## src/rtl/instruction_fetch_unit_if.sv

```systemverilog
// rtl/instruction_fetch_unit_if.sv - memory instruction port, redirect and decode handshake bundle
interface instruction_fetch_unit_if #(
  parameter int DEPTH = 4
);
  logic                     fetch_enable;
  logic [11:0]              Instruction_addressbus;
  logic [15:0]              Instruction_databus;
  logic                     redirect_valid;
  logic [11:0]              redirect_addr;
  logic                     instr_valid;
  logic                     instr_ready;
  logic [15:0]              instr_data;
  logic [11:0]              instr_pc;
  logic [$clog2(DEPTH):0]   fifo_count;

  modport master (
    input  fetch_enable,
    output Instruction_addressbus,
    input  Instruction_databus,
    input  redirect_valid,
    input  redirect_addr,
    output instr_valid,
    input  instr_ready,
    output instr_data,
    output instr_pc,
    output fifo_count
  );

  modport slave (
    output fetch_enable,
    input  Instruction_addressbus,
    output Instruction_databus,
    output redirect_valid,
    output redirect_addr,
    input  instr_valid,
    output instr_ready,
    input  instr_data,
    input  instr_pc,
    input  fifo_count
  );
endinterface

```

## src/rtl/instruction_fetch_unit.sv

```systemverilog
// rtl/instruction_fetch_unit.sv - PC, JMP folding and instruction buffer feeding decode
module instruction_fetch_unit #(
  parameter int          DEPTH    = 4,
  parameter logic [11:0] RESET_PC = 12'h000,
  parameter bit          FOLD_JMP = 1'b1
) (
  input  logic                       clk,
  input  logic                       rst_n,
  instruction_fetch_unit_if.master   bus
);
  localparam int PW = $clog2(DEPTH);
  localparam int CW = PW + 1;

  logic [11:0]   pc;
  logic [11:0]   pc_next;
  logic [15:0]   data_mem [DEPTH];
  logic [11:0]   addr_mem [DEPTH];
  logic [PW-1:0] rd_ptr;
  logic [PW-1:0] wr_ptr;
  logic [CW-1:0] count;
  logic          full;
  logic          empty;
  logic          jmp_fold;
  logic          pop;
  logic          push;

  assign full     = (count == CW'(DEPTH));
  assign empty    = (count == '0);
  assign jmp_fold = FOLD_JMP && (bus.Instruction_databus[15:12] == 4'hF);
  assign pop      = !empty && bus.instr_ready;
  assign push     = bus.fetch_enable && !bus.redirect_valid && (!full || pop) && !jmp_fold;

  // A folded JMP redirects fetch even when the buffer is full, since nothing is pushed.
  always_comb begin
    pc_next = pc;
    if (bus.redirect_valid)
      pc_next = {bus.redirect_addr[11:1], 1'b0};
    else if (bus.fetch_enable && jmp_fold)
      pc_next = {bus.Instruction_databus[10:0], 1'b0};
    else if (push)
      pc_next = pc + 12'd2;
  end

  always_ff @(posedge clk) begin
    if (!rst_n) begin
      pc     <= {RESET_PC[11:1], 1'b0};
      rd_ptr <= '0;
      wr_ptr <= '0;
      count  <= '0;
    end else begin
      pc <= pc_next;
      if (bus.redirect_valid) begin
        rd_ptr <= '0;
        wr_ptr <= '0;
        count  <= '0;
      end else begin
        if (push) wr_ptr <= wr_ptr + 1'b1;
        if (pop)  rd_ptr <= rd_ptr + 1'b1;
        if (push && !pop)
          count <= count + 1'b1;
        else if (pop && !push)
          count <= count - 1'b1;
      end
    end
  end

  always_ff @(posedge clk) begin
    if (rst_n && push) begin
      data_mem[wr_ptr] <= bus.Instruction_databus;
      addr_mem[wr_ptr] <= pc;
    end
  end

  assign bus.Instruction_addressbus = pc;
  assign bus.instr_valid            = !empty;
  assign bus.instr_data             = empty ? 16'h0000 : data_mem[rd_ptr];
  assign bus.instr_pc               = empty ? 12'h000 : addr_mem[rd_ptr];
  assign bus.fifo_count             = count;
endmodule

```

## src/flat_wrapper.sv

```systemverilog
// flat-port wrapper written by rule: the top's interface ports become plain ports
module instruction_fetch_unit_flat 
#(
  parameter int          DEPTH    = 4,
  parameter logic [11:0] RESET_PC = 12'h000,
  parameter bit          FOLD_JMP = 1'b1
)
  (clk, rst_n, bus_fetch_enable, bus_Instruction_addressbus, bus_Instruction_databus, bus_redirect_valid, bus_redirect_addr, bus_instr_valid, bus_instr_ready, bus_instr_data, bus_instr_pc, bus_fifo_count);
  instruction_fetch_unit_if #(.DEPTH(DEPTH)) bus_i ();
  input  logic clk;
  input  logic rst_n;
  input wire logic [$bits(bus_i.fetch_enable)-1:0] bus_fetch_enable;
  output wire logic [$bits(bus_i.Instruction_addressbus)-1:0] bus_Instruction_addressbus;
  input wire logic [$bits(bus_i.Instruction_databus)-1:0] bus_Instruction_databus;
  input wire logic [$bits(bus_i.redirect_valid)-1:0] bus_redirect_valid;
  input wire logic [$bits(bus_i.redirect_addr)-1:0] bus_redirect_addr;
  output wire logic [$bits(bus_i.instr_valid)-1:0] bus_instr_valid;
  input wire logic [$bits(bus_i.instr_ready)-1:0] bus_instr_ready;
  output wire logic [$bits(bus_i.instr_data)-1:0] bus_instr_data;
  output wire logic [$bits(bus_i.instr_pc)-1:0] bus_instr_pc;
  output wire logic [$bits(bus_i.fifo_count)-1:0] bus_fifo_count;
  assign bus_i.fetch_enable = bus_fetch_enable;
  assign bus_Instruction_addressbus = bus_i.Instruction_addressbus;
  assign bus_i.Instruction_databus = bus_Instruction_databus;
  assign bus_i.redirect_valid = bus_redirect_valid;
  assign bus_i.redirect_addr = bus_redirect_addr;
  assign bus_instr_valid = bus_i.instr_valid;
  assign bus_i.instr_ready = bus_instr_ready;
  assign bus_instr_data = bus_i.instr_data;
  assign bus_instr_pc = bus_i.instr_pc;
  assign bus_fifo_count = bus_i.fifo_count;
  instruction_fetch_unit #(.DEPTH(DEPTH), .RESET_PC(RESET_PC), .FOLD_JMP(FOLD_JMP)) u_core (.clk(clk), .rst_n(rst_n), .bus(bus_i));
endmodule
```

## config.mk

```make
export PLATFORM = sky130hd
export DESIGN_NAME = instruction_fetch_unit_flat
export DESIGN_NICKNAME = d
export VERILOG_FILES = /design/src/rtl/instruction_fetch_unit_if.sv /design/src/rtl/instruction_fetch_unit.sv /design/src/flat_wrapper.sv
export SDC_FILE = /design/constraint.sdc
export NUM_CORES = 1
export LEC_CHECK = 0
export CORE_ASPECT_RATIO = 1.2
export CORE_MARGIN = 2
export CORE_UTILIZATION = 37
export DETAILED_ROUTE_END_ITERATION = 6
export PLACE_DENSITY = 0.6
export SYNTH_ARGS = -nofsm -noshare
export SYNTH_HDL_FRONTEND = slang
export SYNTH_SLANG_ARGS = --single-unit
```

## constraint.sdc

```tcl
create_clock -name clk -period 7.6 [get_ports clk]
set_input_delay 2.28 -clock clk [delete_from_list [all_inputs] [get_ports clk]]
set_output_delay 2.28 -clock clk [all_outputs]
set_load 0.1 [all_outputs]
```

Word-level counts from Yosys, hierarchy flattened
Memory sizes are Yosys's and may differ from the RTL's. A register that Yosys moved wholly into a read port is not among the register bits.
Index checks and enable logic that the tools add are counted.
{ "word_totals": {"regBits": 19, "mem_bits_rw": 112, "in_bits": 33, "out_inout_bits": 44, "word_cells": 48, "n_memories": 2} }
{ "memory_table": {"columns": ["memory", "depth", "word_bits", "rd", "rd_clocked_by_memory_dff", "wr", "line", "text"], "rows": [
  ["u_core.data_mem", 4, 16, 1, 1, 1, "instruction_fetch_unit.sv:16", "logic [15:0] data_mem [DEPTH];"],
  ["u_core.addr_mem", 4, 12, 1, 1, 1, "instruction_fetch_unit.sv:17", "logic [11:0] addr_mem [DEPTH];"]
]} }
{ "classes": {"add_sub_neg": 5, "n_eq_ne": 2, "muxes": 13, "bitwise_logic": 1, "reduce_logical": 20} }
{ "op_table": {"columns": ["cell", "count"], "rows": [
  ["2-to-1 mux 12 bit", 4],
  ["2-to-1 mux 16 bit", 1],
  ["adder 12 x 2 -> 12 bit, second input constant", 1],
  ["logical AND 1 bit", 8],
  ["2-to-1 mux 2 bit", 4],
  ["zero test 1 bit", 6],
  ["2-to-1 mux 3 bit", 2],
  ["adder 2 x 1 -> 2 bit, second input constant", 2],
  ["equality test 4 bit, second input constant", 1],
  ["adder 3 x 1 -> 3 bit, second input constant", 1],
  ["equality test 3 bit, second input constant", 1],
  ["zero test 3 bit", 1],
  ["nonzero test 3 bit", 1],
  ["OR reduction 3 bit", 1],
  ["subtractor 3 x 1 -> 3 bit, second input constant", 1],
  ["2-to-1 mux 1 bit", 2],
  ["nonzero test 2 bit", 1],
  ["OR reduction 2 bit", 1],
  ["logical OR 1 bit", 1],
  ["inverter 1 bit", 1]
]} }

Longest topological paths before layout
Gate-level depths: netlist of the first run.
{ "depth": {"depth_word": 10, "ltp_mapped": 9, "depth_no_buf": 9} }

Worst setup path after synthesis of the first run
Ideal clock, no wire load.
{ "synth_timing": {"kind": "register -> output", "startpoint": "register u_core.count[0], in the netlist u_core.bus.fifo_count[0]", "endpoint": "output bus_instr_data[10]", "arrival_time_ns": 3.133, "required_ns": 5.320, "setup_slack_ns": 2.187, "path_stages_with_launch": 4, "path_buffers": 1, "path_cell_list": "dfxtp_1 or3_1 clkbuf_1 and2_1"} }
{ "synth_via": {"elab_chain_cells": 2} }
{ "synth_lines": {"columns": ["item", "line", "text"], "rows": [
  ["start: declaration", "instruction_fetch_unit.sv:20", "logic [CW-1:0] count;"],
  ["start signal: assignment", "instruction_fetch_unit.sv:60", "count <= count + 1'b1;"],
  ["start signal: assignment", "instruction_fetch_unit.sv:62", "count <= count - 1'b1;"],
  ["zero test 3 bit", "instruction_fetch_unit.sv:28", "assign empty = (count == '0);"],
  ["2-to-1 mux 16 bit", "instruction_fetch_unit.sv:76", "assign bus.instr_data = empty ? 16'h0000 : data_mem[rd_ptr];"],
  ["end: declaration", "flat_wrapper.sv:19", "output wire logic [$bits(bus_i.instr_data)-1:0] bus_instr_data;"]
]} }
No other way between the ends.

==> flow_summary.json, run 1 <==
{
  "status": "finished clean",
  "die_y_um": 136,
  "avgSynthCellArea_sq_um": 16.3,
  "max_slew.worst_pin.slew_ns": 1.05,
  "grt_pass1_vias": 3136,
  "ys.warnings.count": 0,
  "worstPathArrival_ns": 3.20,
  "powerDensity_nw_per_um2": 282,
  "core_area_sq_um": 14200,
  "wl_um": 11200,
  "wl_per_cell_um": 18.8,
  "io_buffer_count": 73,
  "yosysMostFrequentCell": "edfxtp_1",
  "fin_nets": 444,
  "path_clk_slew_ns": 0.06,
  "via_per_inst": 5.26,
  "num_antenna_cells": 0,
  "cp_max_fo": 27,
  "insertion_delay_ns": 0.41,
  "peakVddDrop_mv": 0.119,
  "finalSetupViolCount": 0,
  "period_needed_ns": 5.48,
  "cts_buffers": 17,
  "cts_buffer_depth": 2,
  "whs_ns": 0.502,
  "yosysUniqueCellTypes": 45,
  "root_buffer": "clkbuf_16",
  "ios": 77,
  "grt_pass1_wl_um": 17100,
  "synth-main-ff-cell": "edfxtp_1",
  "ant_nets": 0,
  "first_pass_iters": 4,
  "relSlewSlack": 0.297,
  "ys_async_sr_fraction": 0,
  "p_leak_nw": 2.20,
  "synth-seq-cells": 128,
  "fp.dieArea_sq_um": 15400,
  "final-hold-violation-count": 0,
  "num_rows": 48,
  "cp.buffers_inverters": 1,
  "worstSetupEndpointType": "output port",
  "grt_usage": 0.154,
  "rsz0062_at_grt": "no",
  "skew_ns": 0.00907,
  "syn-cell-area_sq_um": 5330,
  "crit_chain": "mux4_2 -> and2_1 -> clkdlybuf4s50_1",
  "area_delta_synth_final_pct": 27.7,
  "yosysTopAreaCellShare": 0.608,
  "cts_hold_buf": 0,
  "initial_core_util": 0.375,
  "final.setup.tns_ns": 0,
  "timing.fmax_ghz": 0.182,
  "vias": 3116,
  "cp-start-kind": "register",
  "slew_violations": 0,
  "cpPeakStageDelay_ns": 1.02,
  "cts.sinks": 128,
  "post_cts_buffers": 0,
  "place.gp.congestion": 0.831,
  "crit_required_ns": 5.32,
  "drv_cap": 0,
  "critical-path-top-delay-family": "flip-flops",
  "dr.first_iter.drc_count": 155,
  "drive_gt1_frac": 0.153,
  "grt_max_degree": 31,
  "synth_edf_count": 108,
  "post-dp-hpwl_um": 6930,
  "hp-class": "register to register",
  "post_cts_resized": 0,
  "synth_area_leaders": "edfxtp_1 61%, mux4_2 11%, dfxtp_1 7.5%",
  "period_share": 0.721,
  "ys_seq_area_frac": 0.683,
  "yosysTopAreaCell": "edfxtp_1",
  "synth_commonest_cells": "108 x edfxtp_1, 28 x and2_1, 27 x mux4_2, 20 x dfxtp_1",
  "grt_overflow": 0,
  "die_width_um": 114,
  "tritoncts": "done",
  "slowest_stage": "dfxtp_2",
  "synth_cells": 328,
  "drc": 0,
  "antenna_found_initial": 0,
  "critPathKind": "register to output port",
  "cts_max_level": 4
}
==> where the power goes <==
group	total [mW]	switching (mW)	internal, mW	leakage (nW)
Combinational	0.298	0.217	0.0811	0.764
Clock	0.823	0.277	0.546	0.292
Sequential	0.797	0.0203	0.777	1.15
Total	1.92	0.514	1.40	2.20
==> routing by layer <==
metal / wire, um / global-route usage / part of all wire
met1: 4570 / 0.185 / 0.41
met2: 5600 / 0.259 / 0.50
met3: 722 / 0.0447 / 0.065
met4: 264 / 0.0657 / 0.024
met5: 0 / 0 / 0
==> worst paths after layout <==
kind,cells past startpoint,start,slack (ns),to
setup reg to reg,8,u_core.bus.fifo_count[0]$_SDFFE_PP0P_,4.85,u_core.bus.fifo_count[2]$_SDFFE_PP0P_
hold reg to reg,2,u_core.wr_ptr[1]$_SDFFE_PP0N_,0.50,u_core.wr_ptr[1]$_SDFFE_PP0N_
setup / recovery,3,register,2.12,bus_instr_pc[7]
hold / removal,2,u_core.wr_ptr[1]$_SDFFE_PP0N_,0.50,u_core.wr_ptr[1]$_SDFFE_PP0N_
==> final cells by class <==
type	count	area [sq um]
Clock buffer	21	440
Inverter	6	22.5
Sequential cell	128	3650
Clock inverter	11	164
Multi-Input combinational cell	178	1590
Tap cell	175	219
Timing Repair Buffer	73	731
Fill cell	1203	7420
==> layout by cell type (no fill, tap or decap), types with 3 or more instances in the layout <==
cell type        count
edfxtp_1           108
clkdlybuf4s50_1     73
and2_1              28
mux4_2              27
dfxtp_1             18
clkbuf_16           17
o21ai_0             14
a21oi_1             14
nand2_1             11
nand3_1             11
nor2_1              11
inv_1                6
ha_1                 6
nor3_1               5
and3_2               4
xor2_1               4
a221oi_1             4
clkbuf_1             4
bufinv_16            4
or3_1                3
xnor2_1              3
clkinv_2             3
==> stage by stage <==
step | total power [mW] | util | instance area, sq um | setup slack (ns) | instances
3_3_place_gp | 1.11 | 0.436 | 6210 | 2.47 | 560
5_1_grt | 1.98 | 0.479 | 6810 | 1.90 | 592
6_report | 1.92 | 0.479 | 6810 | 2.12 | 592
2_1_floorplan | 1.03 | - | 5340 | 2.19 | 329
4_1_cts | 1.94 | 0.479 | 6810 | 2.02 | 592
3_5_place_dp | 1.11 | 0.436 | 6210 | 2.46 | 560
==> registers in the layout, summed over array words and instances, names as in the netlist, named ones only <==
| signal | cells |
|---|---|
| u_core.data_mem | 64 |
| u_core.addr_mem | 44 |
| u_core.bus.Instruction_addressbus | 11 |
| u_core.bus.fifo_count | 3 |
| u_core.rd_ptr | 2 |
| u_core.wr_ptr | 2 |
==> logic make-up (layout without fill, tap and decap cells) <==
group | count (synthesis) | after routing | share of synthesized area
flip-flops | 128 | 128 | 0.683
other | 1 | 2 | 0.000703
XOR/XNOR | 7 | 7 | 0.0115
buffers and inverters | 23 | 111 | 0.0204
multiplexers | 30 | 30 | 0.120
AND/OR/NAND/NOR | 86 | 86 | 0.0910
AO/OA/AOI/OAI | 46 | 46 | 0.0554
adder cells (fa/ha/maj) | 7 | 7 | 0.0178
==> worst reg2reg max path, delay by kind of cell (launching register included) <==
kind	cells	cell delay, ns
and+or+nand+nor	3	1.36
adders and majority gates	2	0.58
DFF	1	0.37
xor gates and xnor gates	1	0.16
AOI/OAI and AO/OA	1	0.15
buffers and inverters	1	0.06
(Power assumes the default switching activity.)
==> inputs of run 2 (changes only) <==
--- a/config.mk
+++ b/config.mk
@@ -9,7 +9,7 @@
 export CORE_MARGIN = 2
 export CORE_UTILIZATION = 37
 export DETAILED_ROUTE_END_ITERATION = 6
-export PLACE_DENSITY = 0.6
+export PLACE_DENSITY = 0.62
 export SYNTH_ARGS = -nofsm -noshare
 export SYNTH_HDL_FRONTEND = slang
 export SYNTH_SLANG_ARGS = --single-unit
==> constraint.sdc (replaced) <==
create_clock -name clk -period 4.5 [get_ports clk]
set_input_delay 1.35 -clock clk [delete_from_list [all_inputs] [get_ports clk]]
set_output_delay 1.35 -clock clk [all_outputs]
set_load 0.1 [all_outputs]
==> run 2 against run 1 <==
Effect of this change:
- clock skew down 0.0033 ns
- sequential cell count unchanged
- total power up 61%
- highest routed layer unchanged
- non-clock buffer count up 12
- worst hold slack better by 0.0067 ns
- clock-buffer cell count up 6
- wire length up 2.1%
- combinational power up 70%
- utilization down 0.29 points
- sequential share of layout area up 0.31 points
- critical endpoint is now bus_Instruction_addressbus[1]
- register-to-register slack worse by 3.1 ns
- cell count up 2.0%
==> flow_summary.json, run 2 (synthesis gave the netlist of run 1 again) <==
{
  "mostFrequentLayoutCells": "108 x edfxtp_1, 45 x clkdlybuf4s50_1, 40 x buf_4, 28 x and2_1, 27 x mux4_2",
  "drc": 0,
  "dr.first_iter.drc_count": 189,
  "critPathKind": "register to output port",
  "post_cts_resized": 0,
  "first_pass_iters": 4,
  "final_cells": 604,
  "via_per_inst": 5.25,
  "fin_nets": 456,
  "tritoncts": "done",
  "root_buffer": "clkbuf_16",
  "hp-class": "register to register",
  "final_common_cell": "edfxtp_1",
  "place_area_sq_um": 6220,
  "initial_core_util": 0.375,
  "crit_chain": "clkdlybuf4s50_1",
  "ant_nets": 0,
  "io_buffer_count": 73,
  "cp.buffers_inverters": 1,
  "final_cell_area_sq_um": 6770,
  "skew_ns": 0.00581,
  "drv_cap": 0,
  "antenna_found_initial": 0,
  "p_total_mw": 3.08,
  "cts.sinks": 128,
  "period_share": 0.793,
  "fp.dieArea_sq_um": 15400,
  "die_width_um": 114,
  "vias": 3173,
  "final.setup.tns_ns": 0,
  "wl_um": 11400,
  "p_leak_nw": 2.30,
  "post-dp-hpwl_um": 7440,
  "powerDensity_nw_per_um2": 455,
  "core_area_sq_um": 14200,
  "area_delta_synth_final_pct": 27.0,
  "crit_required_ns": 3.15,
  "status": "finished clean",
  "wl_per_cell_um": 18.8,
  "num_rows": 48,
  "cts_hold_buf": 0,
  "cts_buffers": 17,
  "ios": 77,
  "slowest_stage": "clkdlybuf4s50_1",
  "grt_overflow": 0,
  "peakVddDrop_mv": 0.165,
  "cts_buffer_depth": 2,
  "grt_max_degree": 31,
  "largest_reg_flops": 64,
  "cp_max_fo": 11,
  "post_cts_buffers": 0,
  "grt_usage": 0.155,
  "period_needed_ns": 3.57,
  "timing.fmax_ghz": 0.280,
  "final-hold-violation-count": 0,
  "worstPathArrival_ns": 2.22,
  "cpPeakStageDelay_ns": 1.23,
  "worstSetupEndpointType": "output port",
  "critical-path-top-delay-family": "buffers and inverters",
  "drive_gt1_frac": 0.233,
  "cts_max_level": 4,
  "place.gp.congestion": 0.798,
  "rsz0062_at_grt": "no",
  "largest_register": "u_core.data_mem",
  "relSlewSlack": 0.326,
  "utilization": 0.476,
  "finalSetupViolCount": 0,
  "num_antenna_cells": 0,
  "max_slew.worst_pin.slew_ns": 1.01,
  "grt_pass1_vias": 3183,
  "cp-start-kind": "register",
  "slew_violations": 0,
  "path_clk_slew_ns": 0.05,
  "insertion_delay_ns": 0.40,
  "grt_pass1_wl_um": 17400,
  "placed_cells": 572,
  "die_y_um": 136
}
## run 2: changes by cell type in the layout (fill, tap and decap cells not counted), sizes merged
cell	before	now
clkinvlp	1	0
buf	0	40
bufinv	4	0
clkinv	6	4
inv	6	7
clkbuf	21	27
clkdlybuf4s50	73	45
## run 2: cell type report
| class | count | area, sq um |
|---|---|---|
| clock buffer | 27 | 523 |
| clock inverter | 5 | 26.3 |
| fill | 1224 | 7460 |
| inverter | 6 | 22.5 |
| multi-input combinational | 178 | 1580 |
| sequential | 128 | 3640 |
| tap | 175 | 219 |
| timing repair buffer | 85 | 751 |
## run 2: routing by layer
layer  vias up  GRT usage  part of all wire
met5         -          0                 0
met3        13     0.0412             0.047
met4         0     0.0603             0.015
met2       103      0.263              0.52
met1      1593      0.188              0.42
li1       1464          -                 -
## run 2: worst reg2reg max path: stages (launching register included)
cell     delay (ns)
dfxtp_1        0.37
or3_1          0.75
nand2_1        0.26
ha_1           0.21
inv_1          0.06
fa_1           0.37
xor2_1         0.15
or3_1          0.30
a21oi_1        0.15
## run 2: final timing paths
kind	endpoint	slack, ns	start	cells past startpoint
hold / removal	u_core.wr_ptr[1]$_SDFFE_PP0N_	0.51	u_core.wr_ptr[1]$_SDFFE_PP0N_	2
setup reg to reg	u_core.bus.fifo_count[2]$_SDFFE_PP0P_	1.80	u_core.bus.fifo_count[0]$_SDFFE_PP0P_	8
setup / recovery	bus_Instruction_addressbus[1]	0.93	u_core.bus.Instruction_addressbus[1]$_SDFFE_PN0P_	1
hold reg to reg	u_core.wr_ptr[1]$_SDFFE_PP0N_	0.51	u_core.wr_ptr[1]$_SDFFE_PP0N_	2
## run 2: report_power, final
group	total, mW	internal (mW)	leakage [nW]	switching [mW]
combinational	0.506	0.131	0.882	0.375
sequential	1.34	1.31	1.14	0.0271
clock	1.24	0.788	0.277	0.447
total	3.08	2.23	2.30	0.849
## run 2: metrics by stage
step	setup WS, ns	hold WS [ns]
2_1_floorplan	0.0167	0.469
3_3_place_gp	0.699	0.481
3_5_place_dp	0.651	0.506
4_1_cts	0.804	0.514
5_1_grt	0.761	0.556
6_report	0.932	0.508
